<file path="src/rtl/merge_2x1_fifo.sv">
// merge_2x1_fifo: two lane FIFOs merged by a round-robin arbiter into one registered valid/ready stream.
// Ports: clk, reset (async, active-high); data_in0/valid_in0 and data_in1/valid_in1 lane writes;
// full0/full1 registered full flags; data_out/valid_out merged output; ready_in downstream accept.
// Optional: MERGE_OVF_FLAG_EN adds sticky overflow flags ovf0/ovf1.
module merge_2x1_fifo #(
  parameter int WIDTH = 4,
  parameter int DEPTH = 4
) (
  input  logic             clk,
  input  logic             reset,
  input  logic [WIDTH-1:0] data_in0,
  input  logic             valid_in0,
  input  logic [WIDTH-1:0] data_in1,
  input  logic             valid_in1,
  output logic             full0,
  output logic             full1,
  output logic [WIDTH-1:0] data_out,
  output logic             valid_out,
  input  logic             ready_in
`ifdef MERGE_OVF_FLAG_EN
  ,
  output logic             ovf0,
  output logic             ovf1
`endif
);
  localparam int AW = $clog2(DEPTH);
  logic [WIDTH-1:0] r_mem0 [DEPTH];
  logic [WIDTH-1:0] r_mem1 [DEPTH];
  logic [AW-1:0] r_wp0, r_rp0, r_wp1, r_rp1;
  logic [AW:0] r_cnt0, r_cnt1;
  logic r_full0, r_full1, r_last, r_valid;
  logic [WIDTH-1:0] r_data;
  logic w_push0, w_push1, w_ne0, w_ne1, w_free, w_pop, w_sel, w_pop0, w_pop1;
  logic [AW:0] w_cnt0, w_cnt1;
  assign w_push0 = valid_in0 && !r_full0;
  assign w_push1 = valid_in1 && !r_full1;
  assign w_ne0 = r_cnt0 != '0;
  assign w_ne1 = r_cnt1 != '0;
  assign w_free = !r_valid || ready_in;
  assign w_pop = w_free && (w_ne0 || w_ne1);
  // with both lanes pending, serve the one not served last
  assign w_sel = (w_ne0 && w_ne1) ? !r_last : w_ne1;
  assign w_pop0 = w_pop && !w_sel;
  assign w_pop1 = w_pop && w_sel;
  assign w_cnt0 = r_cnt0 + (AW+1)'(w_push0) - (AW+1)'(w_pop0);
  assign w_cnt1 = r_cnt1 + (AW+1)'(w_push1) - (AW+1)'(w_pop1);
  always_ff @(posedge clk) begin
    if (w_push0) r_mem0[r_wp0] <= data_in0;
    if (w_push1) r_mem1[r_wp1] <= data_in1;
  end
  always_ff @(posedge clk or posedge reset) begin
    if (reset) begin
      r_wp0 <= '0;
      r_rp0 <= '0;
      r_wp1 <= '0;
      r_rp1 <= '0;
      r_cnt0 <= '0;
      r_cnt1 <= '0;
      r_full0 <= 1'b0;
      r_full1 <= 1'b0;
      r_last <= 1'b1;
      r_valid <= 1'b0;
      r_data <= '0;
    end else begin
      r_cnt0 <= w_cnt0;
      r_cnt1 <= w_cnt1;
      r_full0 <= w_cnt0 == (AW+1)'(DEPTH);
      r_full1 <= w_cnt1 == (AW+1)'(DEPTH);
      if (w_push0) r_wp0 <= r_wp0 + 1'b1;
      if (w_push1) r_wp1 <= r_wp1 + 1'b1;
      if (w_pop0) r_rp0 <= r_rp0 + 1'b1;
      if (w_pop1) r_rp1 <= r_rp1 + 1'b1;
      if (w_pop) begin
        r_data <= w_sel ? r_mem1[r_rp1] : r_mem0[r_rp0];
        r_valid <= 1'b1;
        r_last <= w_sel;
      end else if (w_free) begin
        r_valid <= 1'b0;
      end
    end
  end
  assign full0 = r_full0;
  assign full1 = r_full1;
  assign data_out = r_data;
  assign valid_out = r_valid;
`ifdef MERGE_OVF_FLAG_EN
  logic r_ovf0, r_ovf1;
  always_ff @(posedge clk or posedge reset) begin
    if (reset) begin
      r_ovf0 <= 1'b0;
      r_ovf1 <= 1'b0;
    end else begin
      if (valid_in0 && r_full0) r_ovf0 <= 1'b1;
      if (valid_in1 && r_full1) r_ovf1 <= 1'b1;
    end
  end
  assign ovf0 = r_ovf0;
  assign ovf1 = r_ovf1;
`endif
endmodule

</file>
<file path="config.mk">
export PLATFORM = sky130hd
export DESIGN_NAME = merge_2x1_fifo
export DESIGN_NICKNAME = d
export VERILOG_FILES = /design/src/rtl/merge_2x1_fifo.sv
export SDC_FILE = /design/constraint.sdc
export NUM_CORES = 1
export LEC_CHECK = 0
export ABC_AREA = 1
export CORE_ASPECT_RATIO = 0.6
export CORE_UTILIZATION = 40
export CTS_BUF_LIST = sky130_fd_sc_hd__clkbuf_16
export DETAILED_ROUTE_END_ITERATION = 10
export PLACE_DENSITY = 0.67
export SLEW_MARGIN = 20
export SYNTH_ARGS = -nofsm -noshare
export SYNTH_HDL_FRONTEND = slang
export SYNTH_SLANG_ARGS = --single-unit
</file>
<file path="constraint.sdc">
create_clock -name clk -period 2.2 [get_ports clk]
set_clock_uncertainty 0.05 [all_clocks]
set_input_delay 0.44 -clock clk [delete_from_list [all_inputs] [get_ports clk]]
set_output_delay 0.44 -clock clk [all_outputs]
set_load 0.02 [all_outputs]
</file>
==> Word-level counts from Yosys, hierarchy flattened <==
Memories as Yosys holds them, arrays and structs flattened.
Index checks and enable logic that the tools add are counted.
{ "classes": {"add_sub_neg": 8, "eq_ne": 2, "n_mux": 8, "n_reduce_logical": 16} }
{ "ops": {"columns": ["cell", "n"], "rows": [
  ["2-bit by 1-bit adder with 2-bit output (second input constant)", 4],
  ["1-bit 2-to-1 mux", 7],
  ["3-bit by 1-bit adder with 3-bit output", 2],
  ["3-bit equality test (second input constant)", 2],
  ["1-bit logical AND", 6],
  ["3-bit nonzero test", 2],
  ["3-bit by 1-bit subtractor with 3-bit output", 2],
  ["1-bit zero test", 5],
  ["4-bit 2-to-1 mux", 1],
  ["1-bit logical OR", 2],
  ["2-bit nonzero test", 1]
]} }
{ "totals": {"ff_bits": 22, "ram_bits": 32, "inputBits": 13, "out_inout_bits": 7, "n_memories": 2} }
{ "memory_table": {"columns": ["memory", "depth", "word_bits", "read_ports", "rd_clocked_by_memory_dff", "write_ports", "line_no", "rtl"], "rows": [
  ["r_mem0", 4, 4, 1, 0, 1, "27", "logic [WIDTH-1:0] r_mem0 [DEPTH];"],
  ["r_mem1", 4, 4, 1, 0, 1, "28", "logic [WIDTH-1:0] r_mem1 [DEPTH];"]
]} }

==> Longest topological paths before layout <==
Gate-level depths: netlist of the first run.
{ "depth": {"depth_word": 7, "mapped_depth": 14, "depth_no_buf": 14} }

==> Least setup slack after synthesis of the first run <==
No wires, ideal clock.
{ "synth_path": {"path_type": "register -> register", "start": "register r_cnt1[0]", "end": "register r_full0, in the netlist full0", "setup_ns": 0.071, "arrival_time_ns": 2.239, "setup_slack_ns": -0.161, "stages_incl_launch_ff": 15, "n_path_buf": 0, "period_less_slack_ns": 2.361, "cell_sequence": "dfrtp_1 -> nor2_1 -> nand2_2 -> nor2_2 -> nor2_4 -> nand2_2 -> inv_1 -> ha_1 -> inv_1 -> ha_1 -> fa_1 -> xnor2_1 -> xor2_1 -> nand2_1 -> nor2_1"} }
{ "synth_between": {"elab_chain_cells": 7} }
{ "synth_lines": {"columns": ["item", "line_no", "rtl"], "rows": [
  ["start, declared", "30", "logic [AW:0] r_cnt0, r_cnt1;"],
  ["start signal, assigned", "66", "r_cnt1 <= w_cnt1;"],
  ["3-bit nonzero test (*)", "38", "assign w_ne1 = r_cnt1 != '0;"],
  ["1-bit logical AND", "42", "assign w_sel = (w_ne0 && w_ne1) ? !r_last : w_ne1;"],
  ["1-bit 2-to-1 mux", "42", null],
  ["1-bit zero test", "43", "assign w_pop0 = w_pop && !w_sel;"],
  ["1-bit logical AND (*)", "43", null],
  ["via w_pop0", "33", "logic w_push0, w_push1, w_ne0, w_ne1, w_free, w_pop, w_sel, w_pop0, w_pop1;"],
  ["3-bit by 1-bit subtractor with 3-bit output (*)", "45", "assign w_cnt0 = r_cnt0 + (AW+1)'(w_push0) - (AW+1)'(w_pop0);"],
  ["via w_cnt0[2]", "34", "logic [AW:0] w_cnt0, w_cnt1;"],
  ["3-bit equality test (*)", "67", "r_full0 <= w_cnt0 == (AW+1)'(DEPTH);"],
  ["end signal, assigned", "67", null],
  ["end, declared", "31", "logic r_full0, r_full1, r_last, r_valid;"]
]} }
Mark *: on every way through the listed nets, which the timed path passes. The rest lies on a longest branch.
A chain may end at the register's enable or synchronous reset.

==> Worst setup path after layout of the first run <==
{ "layout_path": {"start": "register r_cnt1[2]", "end": "register r_full0, in the netlist full0"} }
Same word-level chain as after synthesis.

==> results of run 1 <==
-- state kept, by name, summed over array words and instances, names as in the netlist, 2 cells and up --
signal	cells
r_rp1	2
r_mem0	16
r_cnt0	3
data_out	4
r_mem1	16
r_rp0	2
r_wp0	2
r_wp1	2
r_cnt1	3
-- synth_stat cells --
master / number / area, um^2
dfrtp_1: 21 / 526
inv_2: 1 / 3.75
inv_1: 54 / 203
o21ai_1: 1 / 5.00
dfstp_2: 1 / 26.3
clkinv_1: 2 / 7.51
fa_1: 2 / 40.0
edfxtp_1: 32 / 961
clkbuf_2: 1 / 5.00
buf_2: 2 / 10.0
nand2_1: 69 / 259
xor2_1: 5 / 43.8
nor2_2: 2 / 12.5
a21oi_1: 3 / 15.0
ha_1: 12 / 150
nor2_1: 16 / 60.1
xnor2_1: 2 / 17.5
nand3_1: 26 / 130
nor2_8: 1 / 20.0
o21ai_2: 1 / 8.76
nand2_2: 4 / 25.0
nand2_4: 1 / 11.3
nor2_4: 2 / 22.5
-- timing repair --
action | CTS | global route
pin swaps | 21 | 11
setup buffers | 6 | 4
hold buffers | 0 | 0
gates resized for setup | 15 | 1
endpoints found under the setup margin | 4 | 4
-- final timing paths --
| path | end | slack, ns | depth (start not counted) |
|---|---|---|---|
| min reg2reg | r_last$_DFFE_PP1N_ | 0.45 | 2 |
| max | full0$_DFF_PP0_ | -0.18 | 14 |
| min | r_cnt1[0]$_DFF_PP0_ | 0.43 | 3 |
| max reg2reg | full0$_DFF_PP0_ | -0.18 | 14 |
| max in group asynchronous | r_last$_DFFE_PP1N_ | 1.39 | 3 |
| min in group clk | r_last$_DFFE_PP1N_ | 0.45 | 2 |
-- worst max-delay path, cell delays in order, from the launching register on --
cell and delay, ns:
dfrtp_1 0.40, nor2_2 0.14, nand2_2 0.09, nor2_4 0.14, nor2_4 0.06, nand2_2 0.08, inv_2 0.05, ha_4 0.25
inv_2 0.04, ha_4 0.15, fa_2 0.37, xnor2_2 0.14, xor2_1 0.19, nand2_1 0.07, nor2_1 0.09
-- metrics by stage --
step                      setup WS (ns)  cell area [um^2]  util [%]  hold slack [ns]  cells
after floorplan                 -0.0928              2580         -            0.378    261
after global placement           -0.510              2990      48.7            0.426    378
after detailed placement         -0.571              2990      48.7            0.431    378
after CTS                        -0.209              3310      54.0            0.439    392
after global routing             -0.296              3350      54.5            0.476    396
final                            -0.179              3350      54.5            0.431    396
-- layer usage --
layer	global-route usage (%)	up-vias	share of wire, %
met1	21.7	806	52
met4	5.46	0	0.75
met5	0	-	0
met3	4.90	2	5.1
met2	22.9	35	42
li1	-	901	-
-- cell families (layout without fill, tap and decap cells) --
kind of cell             Yosys count  after routing  synth area share (%)
AND/OR/NAND/NOR                  121            121                  21.1
XOR/XNOR                           7              7                  2.39
buffers and inverters             60            111                  8.94
flip-flops                        54             54                  59.0
AO/OA/AOI/OAI                      5              5                  1.12
adder cells (fa/ha/maj)           14             14                  7.42
-- where the power goes --
| group | switching (uW) | internal [uW] |
|---|---|---|
| clock | 355 | 654 |
| combinational | 1080 | 943 |
| sequential | 228 | 1410 |
| total | 1670 | 3000 |
-- final cells by class --
| class | instances | area (um^2) | area share [%] |
|---|---|---|---|
| inverter | 57 | 214 | 6.39 |
| timing repair buffer | 46 | 408 | 12.2 |
| multi-input combinational | 147 | 912 | 27.3 |
| clock inverter | 3 | 68.8 | 2.06 |
| sequential | 54 | 1510 | 45.2 |
| clock buffer | 5 | 125 | 3.74 |
| tap | 84 | 105 | 3.14 |
==> flow_summary.toml, run 1 <==
[outcome]
status = "complete, but fails checks"
violations = "setup timing"

[hold_path]
hp-class = "in -> async"

[setup_path]
critPathRequiredTime_ns = 2.37
start_kind = "register"
crit_fanout = 2
cp-startpoint = "r_cnt1[2]$_DFF_PP0_"
endpoint_kind = "register"
cp.arrival_ns = 2.55
path_class = "reg -> reg"
r2r-start = "r_cnt1[2]$_DFF_PP0_"

[synth]
synthesis.area_um2 = 2560
syn_avg_cell_area_um2 = 9.82
synth_nets = 288
synth-seq-cells = 54
synth.distinct_cells = 23
yosysWarnings = 0
synth_cells = 261
ys_seq_area_share_pct = 59.0

[clocking]
h-tree-depth = 2
cts_buffers = 5
cts_sinks = 54
cts_tree = "done"
cts_root_buffer = "clkbuf_16"
clk_path_buf_depth = 2
clk_latency_ns = 0.29
path_clk_slew_ns = 0.07

[layout]
layout_common_cells = "nand2_1, inv_1, edfxtp_1"
nFillCells = 530
nNetsFinal = 338
diodes = 0
drive_above_1_share_pct = 19.6
area_growth_pct = 30.6
final_common_cell = "nand2_1"

[grt]
track_usage_pct = 15.6
grt_max_degree = 23
grt_pass1_vias = 1720
overflow = 0
grt_pass1_wl_mm = 8.02
antenna_found_initial = 0

[detailed_routing]
wl_mm = 4.68
vias_per_cell = 4.40
drtAntennaViolNets = 0
drt_first_iter_violations = 51
drc = 0
vias = 1744
wl_per_cell_um = 11.8
firstDrtPassIters = 4

[timing]
rsz0062_at_grt = "yes"
fin_ws_ns = -0.179
finalSetupViolations = 4
worst-slew-pin-transition_ns = 0.438
min_period_ns = 2.38
fin_crit_sh_pct = 108
drv_slew = 0
finalHoldViolCount = 0
relSlewSlack_pct = 70.7
final.setup.tns_ns = -0.364
max_freq_mhz = 420

[floorplan]
die_x_um = 105
start_util_pct = 41.7
ios = 20
rows = 22
die-area_um2 = 6740
core_um2 = 6140
fp.dieH_um = 64.0

[pwr]
peakVddDrop_mv = 0.725
power_density_nw_per_um2 = 1400
leakage_uw = 0.00158
total_power_uw = 4670

[placed_design]
gp_congestion = 0.760
hpwl_mm = 3.33
portBuffers = 19

[run]
max_cap_viol_count = 0
Note: power is estimated with default switching activity, not from simulation.
==> run 2: changes to the inputs <==
--- a/config.mk
+++ b/config.mk
@@ -6,6 +6,7 @@
 export NUM_CORES = 1
 export LEC_CHECK = 0
 export ABC_AREA = 1
+export CAP_MARGIN = 0
 export CORE_ASPECT_RATIO = 0.6
 export CORE_UTILIZATION = 40
 export CTS_BUF_LIST = sky130_fd_sc_hd__clkbuf_16
==> results of run 2 <==
Same layout as run 1: the final DEF is identical, and so are final timing and power.
